`src/rtl/io_seq_pkg.sv`:
```
// io_seq shared definitions.
// Opcodes, FSM states, instruction field positions and default widths.
package io_seq_pkg;

  localparam int DW_DEF   = 8;
  localparam int PC_W_DEF = 6;
  localparam int IW       = 14;

  localparam int OP_HI  = 13;
  localparam int OP_LO  = 10;
  localparam int RD_HI  = 9;
  localparam int RD_LO  = 8;
  localparam int RA_HI  = 7;
  localparam int RA_LO  = 6;
  localparam int RB_HI  = 5;
  localparam int RB_LO  = 4;
  localparam int IMM_HI = 7;
  localparam int IMM_LO = 0;

  typedef logic [3:0] op_t;

  localparam op_t OP_NOP  = 4'h0;
  localparam op_t OP_LDI  = 4'h1;
  localparam op_t OP_MOV  = 4'h2;
  localparam op_t OP_ADD  = 4'h3;
  localparam op_t OP_SUB  = 4'h4;
  localparam op_t OP_AND  = 4'h5;
  localparam op_t OP_OR   = 4'h6;
  localparam op_t OP_XOR  = 4'h7;
  localparam op_t OP_JNZ  = 4'h8;
  localparam op_t OP_JMP  = 4'h9;
  localparam op_t OP_HALT = 4'hF;

  typedef enum logic [2:0] {
    ST_IDLE,
    ST_FETCH,
    ST_SEL,
    ST_EXEC,
    ST_WB,
    ST_HALT
  } state_t;

  // Ops that need io_v1 read data go through SEL/EXEC.
  function automatic logic uses_sel(op_t op);
    return op inside {[OP_MOV:OP_XOR], OP_JNZ};
  endfunction

endpackage

```
`src/rtl/io_seq_alu.sv`:
```
// io_seq combinational ALU.
// MOV passes a; arithmetic wraps modulo 2^DW, no flags.
module io_seq_alu
  import io_seq_pkg::*;
#(
  parameter int DW = DW_DEF
) (
  input  logic [3:0]    op,
  input  logic [DW-1:0] a,
  input  logic [DW-1:0] b,
  output logic [DW-1:0] y
);

  // Result select by opcode.
  always_comb begin
    y = a;
    unique case (1'b1)
      op == OP_MOV: y = a;
      op == OP_ADD: y = a + b;
      op == OP_SUB: y = a - b;
      op == OP_AND: y = a & b;
      op == OP_OR:  y = a | b;
      op == OP_XOR: y = a ^ b;
      default:      y = a;
    endcase
  end

endmodule

```
`src/rtl/io_seq_v1.sv`:
```
// io_seq_v1 multi-cycle sequencer driving io_v1.
// Fetches ROM words, sequences reads/ALU/writeback.
module io_seq_v1
  import io_seq_pkg::*;
#(
  parameter int PC_W = PC_W_DEF,
  parameter int DW   = DW_DEF
) (
  input  logic            clk,
  input  logic            rst_n,
  input  logic            run,
  input  logic [IW-1:0]   instr,
  output logic [PC_W-1:0] pc,
  input  logic [DW-1:0]   Da,
  input  logic [DW-1:0]   Db,
  output logic [1:0]      cha,
  output logic [1:0]      chb,
  output logic [DW-1:0]   D,
  output logic [1:0]      addr,
  output logic            WE,
  output logic            busy,
  output logic            halted
);

  localparam logic [PC_W-1:0] PC_ONE = PC_W'(1);

  state_t          state, state_n;
  logic [PC_W-1:0] pc_q, pc_n, pc_inc;
  op_t             ir_op, ir_op_n;
  logic [1:0]      ir_rd, ir_rd_n;
  logic [PC_W-1:0] ir_tgt, ir_tgt_n;
  logic [1:0]      cha_q, cha_n;
  logic [1:0]      chb_q, chb_n;
  logic [1:0]      addr_q, addr_n;
  logic [DW-1:0]   d_q, d_n;
  logic            we_q, we_n;
  logic [DW-1:0]   alu_y;

  op_t             f_op;
  logic [1:0]      f_rd, f_ra, f_rb;
  logic [7:0]      f_imm;
  logic [PC_W-1:0] f_tgt;

  assign f_op   = instr[OP_HI:OP_LO];
  assign f_rd   = instr[RD_HI:RD_LO];
  assign f_ra   = instr[RA_HI:RA_LO];
  assign f_rb   = instr[RB_HI:RB_LO];
  assign f_imm  = instr[IMM_HI:IMM_LO];
  assign f_tgt  = PC_W'(f_imm);
  assign pc_inc = pc_q + PC_ONE;

  io_seq_alu #(
    .DW(DW)
  ) u_alu (
    .op(ir_op),
    .a (Da),
    .b (Db),
    .y (alu_y)
  );

  // Next-state and next-output decode.
  always_comb begin
    state_n  = state;
    pc_n     = pc_q;
    ir_op_n  = ir_op;
    ir_rd_n  = ir_rd;
    ir_tgt_n = ir_tgt;
    cha_n    = cha_q;
    chb_n    = chb_q;
    d_n      = d_q;
    addr_n   = addr_q;
    we_n     = 1'b0;
    unique case (state)
      ST_IDLE: begin
        if (run) state_n = ST_FETCH;
      end
      ST_FETCH: begin
        if (!run) begin
          state_n = ST_IDLE;
        end else begin
          ir_op_n  = f_op;
          ir_rd_n  = f_rd;
          ir_tgt_n = f_tgt;
          unique case (1'b1)
            f_op == OP_NOP: pc_n = pc_inc;
            f_op == OP_JMP: pc_n = f_tgt;
            f_op == OP_LDI: begin
              d_n     = DW'(f_imm);
              addr_n  = f_rd;
              we_n    = 1'b1;
              state_n = ST_WB;
            end
            f_op == OP_HALT: state_n = ST_HALT;
            uses_sel(f_op): begin
              cha_n   = f_ra;
              chb_n   = f_rb;
              state_n = ST_SEL;
            end
            default: pc_n = pc_inc;
          endcase
        end
      end
      ST_SEL: begin
        state_n = ST_EXEC;
      end
      ST_EXEC: begin
        if (ir_op == OP_JNZ) begin
          pc_n    = (Da != '0) ? ir_tgt : pc_inc;
          state_n = ST_FETCH;
        end else begin
          d_n     = alu_y;
          addr_n  = ir_rd;
          we_n    = 1'b1;
          state_n = ST_WB;
        end
      end
      ST_WB: begin
        pc_n    = pc_inc;
        state_n = ST_FETCH;
      end
      ST_HALT: begin
        state_n = ST_HALT;
      end
      default: begin
        state_n = ST_IDLE;
      end
    endcase
  end

  // State and registered outputs; reset aborts any instruction.
  always_ff @(posedge clk or negedge rst_n) begin
    if (!rst_n) begin
      state  <= ST_IDLE;
      pc_q   <= '0;
      ir_op  <= OP_NOP;
      ir_rd  <= '0;
      ir_tgt <= '0;
      cha_q  <= '0;
      chb_q  <= '0;
      d_q    <= '0;
      addr_q <= '0;
      we_q   <= 1'b0;
    end else begin
      state  <= state_n;
      pc_q   <= pc_n;
      ir_op  <= ir_op_n;
      ir_rd  <= ir_rd_n;
      ir_tgt <= ir_tgt_n;
      cha_q  <= cha_n;
      chb_q  <= chb_n;
      d_q    <= d_n;
      addr_q <= addr_n;
      we_q   <= we_n;
    end
  end

  assign pc     = pc_q;
  assign cha    = cha_q;
  assign chb    = chb_q;
  assign D      = d_q;
  assign addr   = addr_q;
  assign WE     = we_q;
  assign busy   = (state != ST_IDLE) && (state != ST_HALT);
  assign halted = (state == ST_HALT);

endmodule
```
`config.mk`:
```
export PLATFORM = sky130hd
export DESIGN_NAME = io_seq_v1
export DESIGN_NICKNAME = d
export VERILOG_FILES = /design/src/rtl/io_seq_pkg.sv /design/src/rtl/io_seq_alu.sv /design/src/rtl/io_seq_v1.sv
export SDC_FILE = /design/constraint.sdc
export NUM_CORES = 1
export LEC_CHECK = 0
export CORE_AREA = 2 2 64 90
export DETAILED_ROUTE_END_ITERATION = 12
export DIE_AREA = 0 0 66 92
export PLACE_DENSITY_LB_ADDON = 0.05
export SETUP_SLACK_MARGIN = 0.05
export SLEW_MARGIN = 20
export SYNTH_ARGS = -nofsm -noshare
export SYNTH_HDL_FRONTEND = slang
export SYNTH_SLANG_ARGS = --single-unit
```
`constraint.sdc`:
```
create_clock -name clk -period 4.09 [get_ports clk]
set_input_delay 0.818 -clock clk [delete_from_list [all_inputs] [get_ports clk]]
set_output_delay 0.818 -clock clk [all_outputs]
set_load 0.03 [all_outputs]
```
==> results.cfg <==
[status]
outcome = completed

[logic_synthesis]
synth-seq-cells = 36
synthFlopType = dfrtp_1
syn_inst = 338
yosys_warnings = 0
ys_types = 61
avgSynthCellArea_um2 = 8.66
yosys.area.top_type_share = 0.308
yosys.area.top_type = dfrtp_1
syn_area_um2 = 2930
synth_enable_flop_cells = 0
syn-num-nets = 397
synth.most_common_cell = dfrtp_1
async_flop_share = 1.00
ys_seq_area_frac = 0.308
synth_area_leaders = dfrtp_1 31%, ha_1 11%, mux2_2 5.8%
synth_commonest_cells = 36 x dfrtp_1, 29 x inv_1, 28 x o21ai_0, 27 x nand2_1

[placed_design]
dp_hpwl_um = 5950
gp_congestion = 0.947
dp_cells = 449
port_buffers = 55

[detailed_routing]
dr_total_vias = 2778
drc = 0
ant_nets = 0
drt-initial-drc-count = 215
firstDrtPassIters = 7
drt-total-wl_um = 7720
wl_per_cell_um = 16.9
viasPerCell = 6.08

[floorplan]
ios = 56
die_w_um = 66
core_area_um2 = 5370
initial_core_util = 0.545
die_area_um2 = 6070
die_y_um = 92
rows = 32

[cts]
ctsHoldBuffers = 0
htreeDepth = 2
clock-root-buffer = clkbuf_8
numCtsBuffers = 5
clock_sinks = 36
clkTransAtPathRegs_ns = 0.08
post_cts.repair.setup_buffers = 0
cts_resized = 0
worstSkewPairLatency_ns = 0.30
cts_buffer_depth = 2
cts_tree = done

[power_and_ir_drop]
power.internal_mw = 1.30
switching_share = 0.469
p_seq_frac = 0.287
comb_power_share = 0.608
leakagePower_nw = 1.55
pwr-share-clk = 0.105
p_per_area_nw_per_um2 = 680
ir_drop_uv = 280
p_switching_mw = 1.15

[final_layout]
layout-drive-gt1-share = 0.0900
antennaDiodeCount = 0
fillCellCount = 485
area_growth_pct = 22.9
final_nets = 447
final_cells = 457

[sta]
hold_violations = 0
slew_viol_final = 0
min_period_over_period = 0.785
finalClockSkew_ns = 0.00973
slew-limit-headroom = 0.457
max_slew.worst_pin.slew_ns = 0.814
fin_tns_setup_ns = 0
fin_crit_ns = 3.21
grt_setup_unrepaired = no
setup_viol = 0
fmax_mhz = 312

[setup_path]
end_kind = flop
max_stage_delay_ns = 0.53
worstSetupPathType = in -> reg
cp-start-kind = primary input
crit_path_max_fanout = 4
cpMostUsedCell = ha_1
crit_slowest_cell = clkdlybuf4s50_1
crit_chain = clkdlybuf4s50_1, inv_1, ha_1, nor2_1, xnor2_1, ha_1, nor2b_1, o31a_1, o21a_1, or3_1, a31oi_1, o31ai_1
cp.required_ns = 4.27
cp_data_arrival_time_ns = 3.39

[run]
cap_violations = 0

[global_route]
antenna_found_initial = 0
grt_max_degree = 37
overflow = 0
first_global_vias = 2706
grt_pass1_wl_um = 12800
track_usage = 0.272

[worst_hold_path]
hold_path.class = reg -> reg
## path summary, 6_finish.rpt
kind / startpoint / endpoint / slack, ns / cells past startpoint
worst max-delay path: Db[0] / D[6] / 0.88 / 12
worst min-delay path: D[0] / D[0] / 0.49 / 2
worst max register to register: ir_op[2] / D[4] / 0.97 / 10
worst min register to register: D[0] / D[0] / 0.49 / 2
max in group asynchronous: rst_n / addr[0] / 2.97 / 1
min in group asynchronous: rst_n / pc[2] / 0.61 / 1
## worst max-delay path: cells and delay by family
kind | cells | cell delay [ns]
AOI/OAI and AO/OA | 4 | 0.70
xor gates and xnor gates | 1 | 0.13
adders and majority gates | 2 | 0.53
buffers and inverters | 2 | 0.62
and+or+nand+nor | 3 | 0.62
## power by group through the flow
stage | logic [mW] | registers, mW | clock network (mW)
after global placement | 1.46 | 0.696 | 0
final | 1.49 | 0.701 | 0.257
after floorplan | 0.881 | 0.819 | 0
after CTS | 1.49 | 0.699 | 0.258
after global routing | 1.63 | 0.729 | 0.272
after detailed placement | 1.48 | 0.705 | 0
## sequential cells by signal, summed over array words and instances, names as in the netlist
| register | flops |
|---|---|
| D | 8 |
| ir_tgt | 6 |
| pc | 6 |
| ir_op | 4 |
| state | 3 |
| addr | 2 |
| cha | 2 |
| chb | 2 |
| ir_rd | 2 |
| WE | 1 |
## layout make-up
cell class                 instances  area, um2  share of cell area
timing repair buffer              59        576               0.160
clock inverter                     3       18.8             0.00522
tap                               68       85.1              0.0237
clock buffer                       5       68.8              0.0191
sequential                        36        901               0.251
inverter                          30        113              0.0313
multi-input combinational        256       1830               0.510
## routing by layer
| metal | part of all wire | up-vias | global-route usage |
|---|---|---|---|
| met5 | 0 | - | 0 |
| met4 | 0.028 | 0 | 0.104 |
| met3 | 0.037 | 17 | 0.0307 |
| met2 | 0.53 | 92 | 0.502 |
| met1 | 0.40 | 1333 | 0.312 |
| li1 | - | 1336 | - |
## placed cells by master, fill, tap and decap left out, types with 2 or more instances in the layout
master and instances:
a221o_1 2, nor2b_1 5, mux2_2 15, xor2_1 2, nor2_1 25, a22oi_1 3
o2111ai_1 2, ha_1 25, a31oi_1 7, a21oi_1 20, o211ai_1 3, xnor2_1 10
nand2_1 27, clkdlybuf4s50_1 54, or4_1 2, clkbuf_8 5, nor3_1 4, buf_4 4
nand4_1 2, mux2i_1 5, o21ai_0 28, clkinv_2 2, nor4_1 2, o21a_1 6
dfrtp_1 36, nand3_1 5, inv_1 29, and3_1 5, nand2b_1 4, o22ai_1 7
a222oi_1 5, or3_1 3, o221ai_1 3, nand3b_1 3
## cells by family after synthesis
| logic type | share of synthesized area |
|---|---|
| AO/OA/AOI/OAI | 0.229 |
| AND/OR/NAND/NOR | 0.173 |
| buffers and inverters | 0.0654 |
| flip-flops | 0.308 |
| adder cells (fa/ha/maj) | 0.114 |
| multiplexers | 0.0748 |
| XOR/XNOR | 0.0359 |
## per-stage QoR
stage	setup slack, ns	utilization	instance area [um2]	hold WS, ns	power [mW]
after floorplan	1.28	-	2930	0.480	1.70
after global placement	0.637	0.654	3510	0.466	2.15
after detailed placement	0.584	0.654	3510	0.484	2.18
after CTS	0.893	0.670	3600	0.498	2.44
after global routing	0.757	0.670	3600	0.512	2.63
final	0.880	0.670	3600	0.490	2.45
(Power assumes the default switching activity.)
